### src/rtl/fir_sched_pkg.sv
// Shared types, default sizes and the output round/saturate helper for the FIR MAC scheduler.
// Latency: none (declarations only).
// Backpressure: not applicable.
package fir_sched_pkg;

   localparam int NTAPS = 32;
   localparam int DW    = 16;
   localparam int ACC_W = 2*DW + $clog2(NTAPS);

   typedef enum logic [1:0] {
      ST_IDLE  = 2'd0,
      ST_MAC   = 2'd1,
      ST_ROUND = 2'd2,
      ST_OUT   = 2'd3
   } state_t;

   // Round half-up at the Q(dw-1) boundary, then clamp to the dw-bit signed range.
   // The accumulator is passed sign-extended to 64 bits so one helper serves any width.
   function automatic logic signed [63:0] round_sat(input logic signed [63:0] acc,
                                                     input int                 dw);
      logic signed [63:0] r;
      logic signed [63:0] maxv;
      logic signed [63:0] minv;
      r    = (acc + (64'sd1 <<< (dw-2))) >>> (dw-1);
      maxv = (64'sd1 <<< (dw-1)) - 64'sd1;
      minv = -(64'sd1 <<< (dw-1));
      if (r > maxv)
         round_sat = maxv;
      else if (r < minv)
         round_sat = minv;
      else
         round_sat = r;
   endfunction

endpackage

### src/rtl/fir_mac_sched_if.sv
// Sample, result and coefficient-programming signals of the FIR MAC scheduler.
// Latency: none (wiring only).
// Backpressure: sample_ready is advisory; samples offered while it is low are dropped.
interface fir_mac_sched_if #(
   parameter int NTAPS = fir_sched_pkg::NTAPS,
   parameter int DW    = fir_sched_pkg::DW
);
   logic signed [DW-1:0]            signal_in;
   logic                            sample_valid;
   logic                            sample_ready;
   logic signed [DW-1:0]            signal_out;
   logic                            result_valid;
   logic                            coef_wr_en;
   logic        [$clog2(NTAPS)-1:0] coef_wr_addr;
   logic signed [DW-1:0]            coef_wr_data;
   logic                            coef_swap;
   logic                            coef_swap_done;
   logic                            overrun;

   modport master (
      output signal_in, sample_valid, coef_wr_en, coef_wr_addr, coef_wr_data, coef_swap,
      input  sample_ready, signal_out, result_valid, coef_swap_done, overrun
   );

   modport slave (
      input  signal_in, sample_valid, coef_wr_en, coef_wr_addr, coef_wr_data, coef_swap,
      output sample_ready, signal_out, result_valid, coef_swap_done, overrun
   );
endinterface

### src/rtl/fir_coef_bank.sv
// Double-buffered coefficient register file: writes land in the shadow bank, reads come from the active bank.
// Latency: combinational read; writes and swaps take effect on the next edge.
// Backpressure: none; a write on the swap edge goes to the bank that becomes active.
module fir_coef_bank #(
   parameter int NTAPS = 32,
   parameter int DW    = 16
) (
   input  logic                            clk,
   input  logic                            reset,
   input  logic                            wr_en_i,
   input  logic        [$clog2(NTAPS)-1:0] wr_addr_i,
   input  logic signed [DW-1:0]            wr_data_i,
   input  logic                            swap_i,
   input  logic        [$clog2(NTAPS)-1:0] rd_addr_i,
   output logic signed [DW-1:0]            rd_data_o
);

   logic                 sel_q;      // index of the active bank
   logic signed [DW-1:0] bank0_q [NTAPS];
   logic signed [DW-1:0] bank1_q [NTAPS];

   // Bank select flip and shadow-bank writes; the shadow is always the bank not selected.
   always_ff @(posedge clk) begin
      if (reset) begin
         sel_q <= 1'b0;
         for (int i = 0; i < NTAPS; i++) begin
            bank0_q[i] <= '0;
            bank1_q[i] <= '0;
         end
      end else begin
         if (swap_i)
            sel_q <= ~sel_q;
         if (wr_en_i) begin
            if (sel_q)
               bank0_q[wr_addr_i] <= wr_data_i;
            else
               bank1_q[wr_addr_i] <= wr_data_i;
         end
      end
   end

   assign rd_data_o = sel_q ? bank1_q[rd_addr_i] : bank0_q[rd_addr_i];

endmodule

### src/rtl/fir_mac_sched.sv
// Time-multiplexed FIR filter: one shared multiplier walks all taps per accepted sample.
// Latency: result_valid NTAPS+2 cycles after the accepting edge; one sample per NTAPS+3 cycles.
// Backpressure: sample_ready only in IDLE; samples offered elsewhere are dropped and flag overrun.
module fir_mac_sched #(
   parameter int NTAPS = fir_sched_pkg::NTAPS,
   parameter int DW    = fir_sched_pkg::DW
) (
   input logic            clk,
   input logic            reset,
   fir_mac_sched_if.slave bus
);
   import fir_sched_pkg::*;

   localparam int AW    = $clog2(NTAPS);
   localparam int MAC_W = 2*DW + AW;

   state_t                 state_q, state_d;
   logic        [AW-1:0]   k_q, k_d;
   logic        [AW-1:0]   wr_ptr_q;
   logic signed [MAC_W-1:0] acc_q, acc_d;
   logic signed [DW-1:0]   round_q, round_d;
   logic signed [DW-1:0]   signal_out_q, signal_out_d;
   logic                   result_valid_q, result_valid_d;
   logic                   pending_q;
   logic                   swap_done_q;
   logic                   overrun_q;
   logic signed [DW-1:0]   ring_q [NTAPS];

   logic                   accept;
   logic                   commit;
   logic        [AW-1:0]   rd_idx;
   logic signed [DW-1:0]   coef_rd;
   logic signed [2*DW-1:0] prod;
   logic signed [MAC_W-1:0] prod_ext;
   logic signed [63:0]     acc_ext;

   assign accept = (state_q == ST_IDLE) && bus.sample_valid;
   // A sample in the same IDLE cycle wins; the swap waits for the next IDLE.
   assign commit = (state_q == ST_IDLE) && pending_q && !bus.sample_valid;

   // wr_ptr already advanced past the newest sample, so tap k reads one behind it.
   assign rd_idx   = wr_ptr_q - k_q - AW'(1);
   assign prod     = ring_q[rd_idx] * coef_rd;
   assign prod_ext = {{(MAC_W-2*DW){prod[2*DW-1]}}, prod};
   assign acc_ext  = {{(64-MAC_W){acc_q[MAC_W-1]}}, acc_q};

   fir_coef_bank #(.NTAPS(NTAPS), .DW(DW)) u_coef_bank (
      .clk       (clk),
      .reset     (reset),
      .wr_en_i   (bus.coef_wr_en),
      .wr_addr_i (bus.coef_wr_addr),
      .wr_data_i (bus.coef_wr_data),
      .swap_i    (commit),
      .rd_addr_i (k_q),
      .rd_data_o (coef_rd)
   );

   // Sequencer next-state and datapath updates for IDLE -> MAC -> ROUND -> OUT.
   always_comb begin
      state_d        = state_q;
      k_d            = k_q;
      acc_d          = acc_q;
      round_d        = round_q;
      signal_out_d   = signal_out_q;
      result_valid_d = 1'b0;
      case (state_q)
         ST_IDLE: begin
            if (bus.sample_valid) begin
               acc_d   = '0;
               k_d     = '0;
               state_d = ST_MAC;
            end
         end
         ST_MAC: begin
            acc_d = acc_q + prod_ext;
            k_d   = k_q + AW'(1);
            if (k_q == AW'(NTAPS-1))
               state_d = ST_ROUND;
         end
         ST_ROUND: begin
            round_d = DW'(round_sat(acc_ext, DW));
            state_d = ST_OUT;
         end
         ST_OUT: begin
            signal_out_d   = round_q;
            result_valid_d = 1'b1;
            state_d        = ST_IDLE;
         end
         default: state_d = ST_IDLE;
      endcase
   end

   // Sequencer and datapath registers; reset aborts any sample in flight.
   always_ff @(posedge clk) begin
      if (reset) begin
         state_q        <= ST_IDLE;
         k_q            <= '0;
         acc_q          <= '0;
         round_q        <= '0;
         signal_out_q   <= '0;
         result_valid_q <= 1'b0;
      end else begin
         state_q        <= state_d;
         k_q            <= k_d;
         acc_q          <= acc_d;
         round_q        <= round_d;
         signal_out_q   <= signal_out_d;
         result_valid_q <= result_valid_d;
      end
   end

   // Sample history ring; only accepted samples are written and advance the pointer.
   always_ff @(posedge clk) begin
      if (reset) begin
         wr_ptr_q <= '0;
         for (int i = 0; i < NTAPS; i++)
            ring_q[i] <= '0;
      end else if (accept) begin
         ring_q[wr_ptr_q] <= bus.signal_in;
         wr_ptr_q         <= wr_ptr_q + AW'(1);
      end
   end

   // Swap request tracking, commit pulse and the sticky drop flag.
   always_ff @(posedge clk) begin
      if (reset) begin
         pending_q   <= 1'b0;
         swap_done_q <= 1'b0;
         overrun_q   <= 1'b0;
      end else begin
         pending_q   <= commit ? 1'b0 : (pending_q | bus.coef_swap);
         swap_done_q <= commit;
         if (bus.sample_valid && (state_q != ST_IDLE))
            overrun_q <= 1'b1;
      end
   end

   assign bus.sample_ready   = (state_q == ST_IDLE) && !reset;
   assign bus.signal_out     = signal_out_q;
   assign bus.result_valid   = result_valid_q;
   assign bus.coef_swap_done = swap_done_q;
   assign bus.overrun        = overrun_q;

endmodule
### src/flat_wrapper.sv
// flat-port wrapper written by rule: the top's interface ports become plain ports
module fir_mac_sched_flat import fir_sched_pkg::*;
#(
   parameter int NTAPS = fir_sched_pkg::NTAPS,
   parameter int DW    = fir_sched_pkg::DW
)
  (clk, reset, bus_signal_in, bus_sample_valid, bus_coef_wr_en, bus_coef_wr_addr, bus_coef_wr_data, bus_coef_swap, bus_sample_ready, bus_signal_out, bus_result_valid, bus_coef_swap_done, bus_overrun);
  fir_mac_sched_if #(.NTAPS(NTAPS), .DW(DW)) bus_i ();
  input logic clk;
  input logic reset;
  input wire logic [$bits(bus_i.signal_in)-1:0] bus_signal_in;
  input wire logic [$bits(bus_i.sample_valid)-1:0] bus_sample_valid;
  input wire logic [$bits(bus_i.coef_wr_en)-1:0] bus_coef_wr_en;
  input wire logic [$bits(bus_i.coef_wr_addr)-1:0] bus_coef_wr_addr;
  input wire logic [$bits(bus_i.coef_wr_data)-1:0] bus_coef_wr_data;
  input wire logic [$bits(bus_i.coef_swap)-1:0] bus_coef_swap;
  output wire logic [$bits(bus_i.sample_ready)-1:0] bus_sample_ready;
  output wire logic [$bits(bus_i.signal_out)-1:0] bus_signal_out;
  output wire logic [$bits(bus_i.result_valid)-1:0] bus_result_valid;
  output wire logic [$bits(bus_i.coef_swap_done)-1:0] bus_coef_swap_done;
  output wire logic [$bits(bus_i.overrun)-1:0] bus_overrun;
  assign bus_i.signal_in = bus_signal_in;
  assign bus_i.sample_valid = bus_sample_valid;
  assign bus_i.coef_wr_en = bus_coef_wr_en;
  assign bus_i.coef_wr_addr = bus_coef_wr_addr;
  assign bus_i.coef_wr_data = bus_coef_wr_data;
  assign bus_i.coef_swap = bus_coef_swap;
  assign bus_sample_ready = bus_i.sample_ready;
  assign bus_signal_out = bus_i.signal_out;
  assign bus_result_valid = bus_i.result_valid;
  assign bus_coef_swap_done = bus_i.coef_swap_done;
  assign bus_overrun = bus_i.overrun;
  fir_mac_sched #(.NTAPS(NTAPS), .DW(DW)) u_core (.clk(clk), .reset(reset), .bus(bus_i));
endmodule
### config.mk
export PLATFORM = sky130hd
export DESIGN_NAME = fir_mac_sched_flat
export DESIGN_NICKNAME = d
export VERILOG_FILES = /design/src/rtl/fir_sched_pkg.sv /design/src/rtl/fir_mac_sched_if.sv /design/src/rtl/fir_coef_bank.sv /design/src/rtl/fir_mac_sched.sv /design/src/flat_wrapper.sv
export SDC_FILE = /design/constraint.sdc
export NUM_CORES = 2
export LEC_CHECK = 0
export ABC_AREA = 0
export ABC_CLOCK_PERIOD_IN_PS = 11800
export CAP_MARGIN = 20
export CORE_MARGIN = 4
export CORE_UTILIZATION = 45
export DETAILED_ROUTE_END_ITERATION = 7
export GPL_TIMING_DRIVEN = 0
export HOLD_SLACK_MARGIN = 0.1
export PLACE_DENSITY = 0.69
export REMOVE_ABC_BUFFERS = 1
export SLEW_MARGIN = 40
export SYNTH_ARGS = -nofsm -noshare
export SYNTH_HDL_FRONTEND = slang
export SYNTH_SLANG_ARGS = --single-unit
### constraint.sdc
create_clock -name clk -period 11.8 [get_ports clk]
set_clock_uncertainty 0.2 [all_clocks]
set_input_delay 3.54 -clock clk [delete_from_list [all_inputs] [get_ports clk]]
set_output_delay 3.54 -clock clk [all_outputs]
set_load 0.01 [all_outputs]
==> flow_summary_export.csv <==
group,metric,value,unit
route,via_per_inst,5.61,
sta,max_slew.worst_pin.slew,0.867,ns
synth,synth_top_area_cell,"edfxtp_1",
sta,relSlewSlack,42.1,%
clock_tree,clk_path_buf_depth,3,
synth,syn_area,85600,sq um
global_route,grt_overflow,0,
critical_path,r2r_slack,0.68,ns
critical_path,crit_type,"register to register",
finish,fillers,15675,
clock_tree,cts_buffers,173,
die,dieHeight,444,um
critical_path,cp_max_fo,24,
sta,timing.fmax,89.9,MHz
synth,synth-edff-count,1536,
min_path,min_path_type,"register to register",
critical_path,reg2reg_depth,34,
finish,layout.area.seq,48000,sq um
finish,final_common_cell,"and2_1",
finish,mostFrequentLayoutCells,"and2_1, edfxtp_1, mux4_2",
sta,slew_viol_final,0,
die,chipWidth,444,um
synth,avgSynthCellArea,14.2,sq um
route,routed_wirelength,212000,um
die,rows,159,
synth,synth_top_area_share,53.9,%
status,status,"completed",
global_route,grt_pass1_wl,321000,um
die,initial_core_util,45.4,%
clock_tree,path_clk_slew,0.06,ns
critical_path,cp_slowest_cell,"fa_2",
sta,setup_viol,0,
finish,drive_gt1_share,18.0,%
clock_tree,clkLatencyLatePin,0.83,ns
finish,final_nets,6375,
global_route,grt_max_degree,69,
synth,synth_ff_type,"edfxtp_1",
die,die_area,197000,sq um
critical_path,r2r_end,"u_core.acc_q[31]$_SDFFE_PP0P_",
route,route.detailed.drc,0,
route,ant_nets,0,
synth,ys_async_sr_fraction,0,%
clock_tree,htreeDepth,4,
route,dr.pass1.iters,5,
critical_path,critPathMaxStageDelay,0.74,ns
clock_tree,clock-sinks,1627,
sta,fin_crit_sh,94.3,%
sta,fin_hold_ws,0.275,ns
die,io_pins,62,
critical_path,crit_arrival,11.61,ns
place,routabilityCongestion,0.815,
synth,synth_area_leaders,"edfxtp_1, mux4_2, and2_1",
synth,ys_warn_count,0,
die,fp.coreArea,189000,sq um
critical_path,crit_path_frequent_cell,"buf_12",
critical_path,required,12.28,ns
sta,finalCriticalPeriod,11.12,ns
sta,hold_viol_final,0,
place,dp_hpwl,138000,um
route,drt_iter0_markers,4612,
synth,seq_area_frac_synth,56.0,%
min_path,worstHoldPathCells,1,
clock_tree,cts_tree,"done",
route,num_vias,47802,
run,max_cap_viol_count,0,
synth,synth.distinct_cells,62,
route,avgRoutedWirePerCell,24.9,um
global_route,antenna_found_initial,6,
sta,rsz0062_at_grt,"false",
synth,synth_seq_cells,1627,
critical_path,end_kind,"register",
critical_path,cp-endpoint,"u_core.acc_q[31]$_SDFFE_PP0P_",
global_route,grt.total_usage,21.7,%
critical_path,start_kind,"register",
global_route,grt_pass1_vias,50224,
finish,multi_input_area,35100,sq um
finish,syn2layout_area_growth,10.9,%
synth,syn_inst,6018,
place,io_buffers,61,
clock_tree,cts-root-buf,"clkbuf_16",
[critical path, delay by kind of cell, from the launching register on]
| family | cells | cell delay [ns] |
|---|---|---|
| adder cells (fa/ha/maj) | 7 | 3.57 |
| AO/OA/AOI/OAI | 7 | 2.01 |
| AND/OR/NAND/NOR | 3 | 0.52 |
| buffers and inverters | 13 | 2.37 |
| flip-flops | 1 | 0.57 |
| multiplexers | 4 | 1.65 |
[how the worst min path moves through the flow]
stage                                               start                         endpoint  slack [ns]
after floorplan               u_core.pending_q$_SDFF_PP0_      u_core.pending_q$_SDFF_PP0_        0.23
after detailed placement      u_core.pending_q$_SDFF_PP0_      u_core.pending_q$_SDFF_PP0_        0.26
after global routing        u_core.acc_q[12]$_SDFFE_PP0P_    u_core.acc_q[12]$_SDFFE_PP0P_        0.29
after global placement    u_core.bus.overrun$_SDFFE_PP0P_  u_core.bus.overrun$_SDFFE_PP0P_        0.25
final                         u_core.pending_q$_SDFF_PP0_      u_core.pending_q$_SDFF_PP0_        0.27
after CTS                     u_core.pending_q$_SDFF_PP0_      u_core.pending_q$_SDFF_PP0_        0.27
[cell families after synthesis]
family | synth area share [%]
compound gates | 1.70
flops | 56.0
fa+ha+maj | 9.28
simple gates | 15.7
xor+xnor | 0.571
buf+inv | 3.76
mux | 13.0
[routing by layer]
metal | GRT usage (%) | wire (um) | part of all wire (%) | vias to the layer above
li1 | - | - | - | 20843
met1 | 28.5 | 83400 | 39 | 24962
met2 | 37.6 | 109000 | 51 | 1674
met3 | 3.03 | 13800 | 6.5 | 323
met4 | 6.40 | 6270 | 3.0 | 0
met5 | 0 | 0 | 0 | -
[synth_stat cells, drive strengths merged, types with 91 or more instances]
master / count
mux4: 457
edfxtp: 1536
inv: 360
clkbuf: 344
nor2: 237
buf: 107
ha: 123
or2: 103
and2: 1567
dfxtp: 91
fa: 320
nand2: 174
[stage by stage]
stage          cell area, sq um  setup WS (ns)  TNS (ns)  util (%)  cells
4_1_cts                   94900         0.0830         0      50.3   8520
3_3_place_gp              87500         -13.54  -1904.89      46.4   8123
3_5_place_dp              89600       -0.00315  -0.00315      47.5   8209
2_1_floorplan             83800          -6.53   -185.59         -   5567
5_1_grt                   95000         0.0488         0      50.4   8521
6_report                  95000          0.677         0      50.4   8522
[registers in the layout, summed over array words and instances (netlist names), named ones only]
register,count
u_core.ring_q,512
u_core.u_coef_bank.bank0_q,512
u_core.u_coef_bank.bank1_q,512
u_core.acc_q,37
u_core.bus.signal_out,16
u_core.round_q,16
u_core.k_q,5
u_core.wr_ptr_q,5
u_core.state_q,2
u_core.bus.coef_swap_done,1
u_core.bus.overrun,1
u_core.bus.result_valid,1
u_core.pending_q,1
u_core.u_coef_bank.sel_q,1
[layout make-up]
cell class	instances	area share, %
Antenna cell	1	0.00263
Multi-Input combinational cell	3580	37.0
Timing Repair Buffer	148	2.18
Clock buffer	212	4.76
Inverter	360	1.42
Clock inverter	99	0.896
Sequential cell	1627	50.5
Tap cell	2495	3.29
[timing repair]
| action | CTS | global route |
|---|---|---|
| endpoints found under the setup margin | 1 | 5 |
| hold endpoints to repair | 0 | 0 |
| hold buffers | 0 | 0 |
| resized for setup | 1 | 3 |
| pin swaps | 0 | 0 |
| setup buffers | 0 | 1 |
Power is not shown: default switching activity piles up to over one toggle a cycle in this logic, so the estimate is an artifact.
